[src/rtl/spcpu_decode_alu_unit.sv]
// spcpu_decode_alu_unit: registered front-end slice of the spcpu core.
// Classifies the high 16-bit instruction word into its group and decodes
// group-1 fields. It also runs an 8/16-bit ALU with flags {N,V,C,Z}.
// Each path has a one-cycle registered output stage.
// Optional feature macro: ALU_SHIFT_ROTATE_EN enables ops 8..12 (shifts and
// rotates). Without it those ops pass a_lo through and leave the flags unchanged.
module spcpu_decode_alu_unit (
   input  logic        clk,
   input  logic        reset,
   input  logic [15:0] instr_in,
   input  logic        instr_valid,
   input  logic [3:0]  alu_oper,
   input  logic [7:0]  alu_a_in_hi,
   input  logic [7:0]  alu_a_in_lo,
   input  logic [7:0]  alu_b_in,
   input  logic [3:0]  alu_flags_in,
   input  logic        alu_valid,
   output logic [2:0]  group_out,
   output logic        grp_is_32_bit,
   output logic [2:0]  ig1_opcode,
   output logic [3:0]  ig1_ra_index,
   output logic [7:0]  ig1_imm_value_8,
   output logic        ig1_ra_index_is_for_pair,
   output logic [3:0]  ig1_alu_oper,
   output logic        dec_valid,
   output logic [7:0]  alu_out_hi,
   output logic [7:0]  alu_out_lo,
   output logic [3:0]  alu_flags_out,
   output logic        alu_out_valid
);

   typedef enum logic [3:0] {
      OP_ADD  = 4'd0,  OP_ADC  = 4'd1,  OP_SUB  = 4'd2,  OP_SBC  = 4'd3,
      OP_CMP  = 4'd4,  OP_AND  = 4'd5,  OP_ORR  = 4'd6,  OP_XOR  = 4'd7,
      OP_LSL  = 4'd8,  OP_LSR  = 4'd9,  OP_ASR  = 4'd10, OP_ROL  = 4'd11,
      OP_ROR  = 4'd12, OP_CPY  = 4'd13, OP_ADDP = 4'd14, OP_SUBP = 4'd15
   } alu_op_e;

   alu_op_e     op;
   logic [2:0]  grp_next;
   logic [3:0]  ig1_alu_next;
   logic [8:0]  sum9;
   logic [16:0] sum17;
   logic [7:0]  res_hi;
   logic [7:0]  res_lo;
   logic        flag_n;
   logic        flag_v;
   logic        flag_c;
   logic        flag_z;
   logic        cin;

   assign op  = alu_op_e'(alu_oper);
   assign cin = alu_flags_in[1];

   // Instruction group from the top opcode bits, plus the ALU op for group 1.
   always_comb begin
      grp_next = 3'd0;
      casez (instr_in[15:12])
         4'b0???: grp_next = 3'd1;
         4'b100?: grp_next = 3'd2;
         4'b101?: grp_next = 3'd3;
         4'b1100: grp_next = 3'd4;
         4'b1101: grp_next = 3'd5;
         default: grp_next = 3'd0;
      endcase
      ig1_alu_next = (instr_in[14:12] == 3'd7) ? 4'd14 : {1'b0, instr_in[14:12]};
   end

   // ALU result and flags. Flags not touched by an op keep their input value.
   always_comb begin
      sum9   = 9'd0;
      sum17  = 17'd0;
      res_hi = 8'd0;
      res_lo = alu_a_in_lo;
      flag_n = alu_flags_in[3];
      flag_v = alu_flags_in[2];
      flag_c = alu_flags_in[1];
      flag_z = alu_flags_in[0];
      case (op)
         OP_ADD, OP_ADC: begin
            sum9   = {1'b0, alu_a_in_lo} + {1'b0, alu_b_in} + {8'd0, (op == OP_ADC) & cin};
            res_lo = sum9[7:0];
            flag_c = sum9[8];
            flag_v = (alu_a_in_lo[7] == alu_b_in[7]) && (sum9[7] != alu_a_in_lo[7]);
            flag_z = (sum9[7:0] == 8'd0);
            flag_n = sum9[7];
         end
         OP_SUB, OP_SBC, OP_CMP: begin
            sum9   = {1'b0, alu_a_in_lo} - {1'b0, alu_b_in} - {8'd0, (op == OP_SBC) & ~cin};
            res_lo = (op == OP_CMP) ? alu_a_in_lo : sum9[7:0];
            flag_c = ~sum9[8];
            flag_v = (alu_a_in_lo[7] != alu_b_in[7]) && (sum9[7] != alu_a_in_lo[7]);
            flag_z = (sum9[7:0] == 8'd0);
            flag_n = sum9[7];
         end
         OP_AND, OP_ORR, OP_XOR: begin
            if (op == OP_AND)
               res_lo = alu_a_in_lo & alu_b_in;
            else if (op == OP_ORR)
               res_lo = alu_a_in_lo | alu_b_in;
            else
               res_lo = alu_a_in_lo ^ alu_b_in;
            flag_z = (res_lo == 8'd0);
            flag_n = res_lo[7];
         end
`ifdef ALU_SHIFT_ROTATE_EN
         OP_LSL, OP_LSR, OP_ASR, OP_ROL, OP_ROR: begin
            case (op)
               OP_LSL: begin res_lo = {alu_a_in_lo[6:0], 1'b0};             flag_c = alu_a_in_lo[7]; end
               OP_LSR: begin res_lo = {1'b0, alu_a_in_lo[7:1]};             flag_c = alu_a_in_lo[0]; end
               OP_ASR: begin res_lo = {alu_a_in_lo[7], alu_a_in_lo[7:1]};   flag_c = alu_a_in_lo[0]; end
               OP_ROL: begin res_lo = {alu_a_in_lo[6:0], cin};              flag_c = alu_a_in_lo[7]; end
               default: begin res_lo = {cin, alu_a_in_lo[7:1]};             flag_c = alu_a_in_lo[0]; end
            endcase
            flag_z = (res_lo == 8'd0);
            flag_n = res_lo[7];
         end
`endif
         OP_CPY: begin
            res_lo = alu_b_in;
         end
         OP_ADDP, OP_SUBP: begin
            if (op == OP_ADDP) begin
               sum17  = {1'b0, alu_a_in_hi, alu_a_in_lo} + {9'd0, alu_b_in};
               flag_c = sum17[16];
               flag_v = ~alu_a_in_hi[7] & sum17[15];
            end else begin
               sum17  = {1'b0, alu_a_in_hi, alu_a_in_lo} - {9'd0, alu_b_in};
               flag_c = ~sum17[16];
               flag_v = alu_a_in_hi[7] & ~sum17[15];
            end
            res_hi = sum17[15:8];
            res_lo = sum17[7:0];
            flag_z = (sum17[15:0] == 16'd0);
            flag_n = sum17[15];
         end
         default: begin
            res_hi = 8'd0;
            res_lo = alu_a_in_lo;
         end
      endcase
   end

   // Output registers: reset clears everything, otherwise each path loads on its valid.
   always_ff @(posedge clk) begin
      if (reset) begin
         group_out                <= 3'd0;
         grp_is_32_bit            <= 1'b0;
         ig1_opcode               <= 3'd0;
         ig1_ra_index             <= 4'd0;
         ig1_imm_value_8          <= 8'd0;
         ig1_ra_index_is_for_pair <= 1'b0;
         ig1_alu_oper             <= 4'd0;
         dec_valid                <= 1'b0;
         alu_out_hi               <= 8'd0;
         alu_out_lo               <= 8'd0;
         alu_flags_out            <= 4'd0;
         alu_out_valid            <= 1'b0;
      end else begin
         dec_valid     <= instr_valid;
         alu_out_valid <= alu_valid;
         if (instr_valid) begin
            group_out                <= grp_next;
            grp_is_32_bit            <= (grp_next == 3'd5);
            ig1_opcode               <= instr_in[14:12];
            ig1_ra_index             <= instr_in[11:8];
            ig1_imm_value_8          <= instr_in[7:0];
            ig1_ra_index_is_for_pair <= (instr_in[14:12] == 3'd7);
            ig1_alu_oper             <= ig1_alu_next;
         end
         if (alu_valid) begin
            alu_out_hi    <= res_hi;
            alu_out_lo    <= res_lo;
            alu_flags_out <= {flag_n, flag_v, flag_c, flag_z};
         end
      end
   end

endmodule

[config.mk]
export PLATFORM = sky130hd
export DESIGN_NAME = spcpu_decode_alu_unit
export DESIGN_NICKNAME = d
export VERILOG_FILES = /design/src/rtl/spcpu_decode_alu_unit.sv
export SDC_FILE = /design/constraint.sdc
export NUM_CORES = 1
export LEC_CHECK = 0
export ABC_AREA = 1
export CORE_ASPECT_RATIO = 1.4
export CORE_UTILIZATION = 40
export CTS_CLUSTER_DIAMETER = 40
export CTS_CLUSTER_SIZE = 40
export DETAILED_ROUTE_END_ITERATION = 7
export PLACE_DENSITY = 0.72
export RECOVER_POWER = 100
export SLEW_MARGIN = 10
export SYNTH_ARGS = -nofsm -noshare
export SYNTH_HDL_FRONTEND = slang
export SYNTH_SLANG_ARGS = --single-unit
[constraint.sdc]
create_clock -name clk -period 4.95 [get_ports clk]
set_input_delay 0.495 -clock clk [delete_from_list [all_inputs] [get_ports clk]]
set_output_delay 0.495 -clock clk [all_outputs]
set_load 0.005 [all_outputs]
* Word-level counts from Yosys, hierarchy flattened
Cells that the tools add are included.
W data, S select, Z words.
** Storage, ports and cells
- Register bits after elaboration :: 46
- Bits of input ports :: 52
- Output and inout port bits :: 46
- Logic and storage cells :: 78
** Cells by class
- Add/subtract/negate cells :: 6
- Equal/unequal tests :: 20
- Multiplexer cells :: 16
- Bitwise gates (word level) :: 13
- Reductions and logical operators :: 11
** Operators by type and width (number)
- $mux W8 :: 5
- $pmux W8 S5 :: 1
- $mux W16 :: 2
- $logic_not A8 Y1 :: 3
- $eq A4 B4 Y1 const B :: 5
- $add A16 B8 Y17 :: 1
- $sub A16 B8 Y17 :: 1
- $eq A4 B3 Y1 const B :: 4
- $logic_not A16 Y1 :: 1
- $pmux W3 S5 :: 1
- $eq A3 B3 Y1 const B :: 4
- $add A8 B8 Y9 :: 1
- $add A9 B1 Y9 :: 1
- $sub A8 B8 Y9 :: 1
- $sub A9 B1 Y9 :: 1
- $and A8 B8 Y8 :: 1
- $eq A4 B2 Y1 const B :: 2
- $or A8 B8 Y8 :: 1
- $pmux W1 S4 :: 2
- $xor A8 B8 Y8 :: 1
- $not A1 Y1 :: 6
- $pmux W1 S3 :: 2
- $reduce_or A3 Y1 :: 2
- $and A1 B1 Y1 :: 4
- 8 further kinds :: 13

* Depth between registers and ports, before layout
- Depth after elaboration :: 6
- Gate-level depth with buffers :: 26
- Depth with buffers taken out :: 26

* Worst setup path before layout
Ideal clock, no wire load.
- Kind :: input to register
- Start point :: in alu_oper[3]
- End point :: reg alu_out_lo[6]
- Setup time :: 116 ps
- Data arrival time :: 2877 ps
- Required time :: 4834 ps
- Slack :: 1957 ps
- Stages on the path :: 18
- Buffers on the path :: 0
- Cell sequence :: nor2_1 -> nand2_2 -> inv_1 -> nand2_1 -> fa_1 -> fa_1 -> o21ai_0 -> nand2_1 -> nand2_1 -> nand2_1 -> nand2_1 -> nand2_1 -> xor2_1 -> nor2_1 -> nor3_1 -> o211ai_1 -> o211ai_1 -> inv_1
** On the way
- Longest elaborated chain between the ends :: 5
- Elaborated cells on any way between the ends :: 26
- Those cells by class :: add/sub (2); eq/ne (10); mux (7); bitwise (2); reduce/logical (5)
** RTL lines
- from (decl) :: RTL line 12 : input logic [3:0] alu_oper,
- $eq A4 B2 Y1 / $eq A4 B3 Y1 (equally long branches)
- $and A1 B1 Y1 / $mux W8 (equally long branches) :: RTL line 89, 99
- $sub A9 B1 Y9 / $mux W8 (equally long branches) :: RTL line 89, 97
- $mux W8, on equally long branches :: RTL line 90, 79
- $pmux W8 S5 (*) :: RTL line 79 : case (op)
- to (signal assigned) :: RTL line 173 : alu_out_lo <= res_lo;
- to (decl) :: RTL line 27 : output logic [7:0] alu_out_lo,
Every way passes the cells marked *; elsewhere a longest branch is shown, timed or not. The select of a mux whose other input is x is not followed.
A chain may end at the register's enable or synchronous reset.

* Worst setup path in the final report
Same ends and word-level chain as after synthesis.

==> results_dict.tcl <==
set metrics [dict create \
    status "complete, no violations" \
    drtPass1Iterations 5 \
    fp.dieW_um 92.96 \
    async_flop_share_pct 0 \
    cts_resized 0 \
    finalSetupTns_ns 0 \
    gp_congestion 0.9771 \
    gr-usage-all-layers_pct 26.32 \
    finalPower_uw 1202 \
    postRouteAntennaNets 0 \
    clk_path_buf_depth 2 \
    die-area_sq_um 12020 \
    fp-row-count 46 \
    path_clk_slew_ns 0.06 \
    path_delay_family "simple AND/OR/NAND/NOR gates" \
    dp.final_hpwl_mm 12.74 \
    slew_viol_final 0 \
    skew_ns 0 \
    path_common_cell "nand2_1" \
    dr_wl_met3_um 785 \
    diodes 0 \
    grt_setup_unrepaired "no" \
    viasPerCell 5.399 \
    post_cts_buffers 0 \
    min_period_ns 3.884 \
    start_util_pct 41.07 \
    portBuffers 97 \
    grt_pass1_wl_mm 24.89 \
    worstSetupPathType "input port to flop" \
    fp.dieH_um 129.3 \
    synth-seq-cells 45 \
    syn_inst 767 \
    syn_to_final_growth_pct 25.17 \
    period_share_pct 78.46 \
    hold_viol 0 \
    cts_tree "done" \
    hold_ws_ns 0.4575 \
    end_kind "flop" \
    peakVddDrop_mv 0.1430 \
    synthesis.nets 865 \
    synth.largest_area_cell "dfxtp_1" \
    cp-start-kind "input port" \
    nNetsFinal 948 \
    cp_slowest_cell "dlygate4sd3_1" \
    ys.flop_type "dfxtp_1" \
    wl_met2_mm 7.887 \
    dr.first_iter.drc_count 390 \
    netlist.area_leader.share_pct 19.44 \
    grt_pass1_vias 5015 \
    cp_num_buf_inv 3 \
    io_pins 98 \
    antenna_found_initial 0 \
    cellLeakagePower_uw 0.002858 \
    h-tree-depth 2 \
    synth_edf_count 0 \
    maxCapViolCount 0 \
    relSlewSlack_pct 37.99 \
    wl_mm 15.92 \
    top_layer "met4" \
    path_depth 19 \
    yosysMostFrequentCell "nand2_1" \
    worst_slew_pin_slew_ns 0.9271 \
    worstHoldPathCells 2 \
    reg2reg_depth 2 \
    required_ns 5.12 \
    synth_cell_types 40 \
    stdcell_count 995 \
    hp-class "flop to flop" \
    crit_arrival_ns 4.06 \
    drt-met1-wl_mm 6.350 \
    cts_buffers 5 \
    syn-cell-area_sq_um 4633 \
    dr_total_vias 5372 \
    root_buffer "clkbuf_16" \
    postSynthAreaPerCell_sq_um 6.041 \
    clk_latency_ns 0.28 \
    dp.cells 987 \
    overflow 0 \
    grt_start_max_net_pins 25 \
    synth-seq-area-share_pct 19.44 \
    clock_sinks 45 \
    yosys-top-cells-count "nand2_1, nor2_1, inv_1" \
    yosysWarnings 0 \
    finalSetupViolCount 0 \
    crit_chain "dlygate4sd3_1, nor2_1, nand2_1, inv_1, nand2_1, fa_1, fa_1, o21ai_0, nand2_1, nand2_1, nand2_1, nand2_1, nand2_1, xor2_1, nor2_1, nor3_1, o211ai_1, o211ai_1, inv_1" \
    power_density_nw_per_um2 207.3 \
    layout-drive-gt1-share_pct 3.760 \
    core-area_sq_um 11280 \
    synth_area_leaders "dfxtp_1, nand2_1, ha_1, nor2_1, inv_1" \
    drc 0 \
    postLayoutCoreUtil_pct 51.41 \
    max_stage_delay_ns 0.60 \
    routedWlPerCell_um 16.00 \
    holdBufCountCts 0 \
    fmax_mhz 257.5 \
    path_max_fanout 10 \
]
[sequential cells by signal, indices dropped and copies added, names as in the netlist]
register                  count
ig1_ra_index_is_for_pair      1
grp_is_32_bit                 1
group_out                     3
ig1_opcode                    3
ig1_alu_oper                  3
dec_valid                     1
alu_out_valid                 1
ig1_ra_index                  4
alu_flags_out                 4
alu_out_lo                    8
alu_out_hi                    8
ig1_imm_value_8               8
[power breakdown]
group,internal (uW),switching [uW]
combinational,184,307
sequential,384,9.37
clock,187,130
total,755,447
[through the flow]
stage | worst slack, ns | instance area, sq um
after floorplan | 1.957 | 4633
after detailed placement | 0.9858 | 5665
after CTS | 1.266 | 5806
after global routing | 0.7125 | 5799
after global placement | 1.042 | 5665
final | 1.066 | 5799
[metal layers]
layer,up-vias,GRT usage (%)
li1,2656,-
met1,2437,31.55
met2,217,46.28
met3,62,2.523
met4,0,13.76
met5,-,0
[cell usage in the layout, fill, tap and decap left out, drive strengths merged]
master	instances
dlygate4sd3	52
xnor2	3
ha	40
clkbuf	7
nor2	104
o221ai	4
nand3	63
o311ai	1
fa	6
and3b	1
o21a	1
a221oi	3
xor2	8
nand2	221
inv	104
nand4	13
nor3	12
clkinvlp	1
a21oi	41
a31oi	2
a211oi	1
nand3b	2
a21boi	1
a41oi	1
o22ai	8
clkdlybuf4s50	45
o2111ai	4
dfxtp	45
or2	2
nor4	1
o211ai	12
o21ai	41
a22oi	1
[cell type report]
cell class,count,area [sq um]
Fill cell,1204,5482
Multi-Input combinational cell,597,3217
Timing Repair Buffer,97,970.9
Sequential cell,45,900.9
Inverter,104,390.4
Tap cell,144,180.2
Clock buffer,7,132.6
Clock inverter,1,7.507
[tightest hold or removal path, stage by stage, from the launching register on]
cell     delay (ns)
dfxtp_1        0.30
nand2_1        0.06
a21oi_1        0.05
[path summary, 6_finish.rpt]
path	startpoint	end	slack, ns
hold reg to reg	alu_out_hi[3]$_SDFFE_PP0P_	alu_out_hi[3]$_SDFFE_PP0P_	0.46
hold / removal	alu_out_hi[3]$_SDFFE_PP0P_	alu_out_hi[3]$_SDFFE_PP0P_	0.46
setup reg to reg	group_out[0]$_SDFFE_PP0P_	group_out[0]$_SDFFE_PP0P_	4.24
setup / recovery	alu_oper[3]	alu_out_lo[6]$_SDFFE_PP0P_	1.07
[logic make-up after synthesis]
family	count (synthesis)	synth area share, %
buf+inv	125	10.99
simple gates	419	38.51
xor+xnor	11	2.080
fa+ha+maj	46	13.39
flops	45	19.44
compound gates	121	15.58
Power figures use the tool's default switching activity.
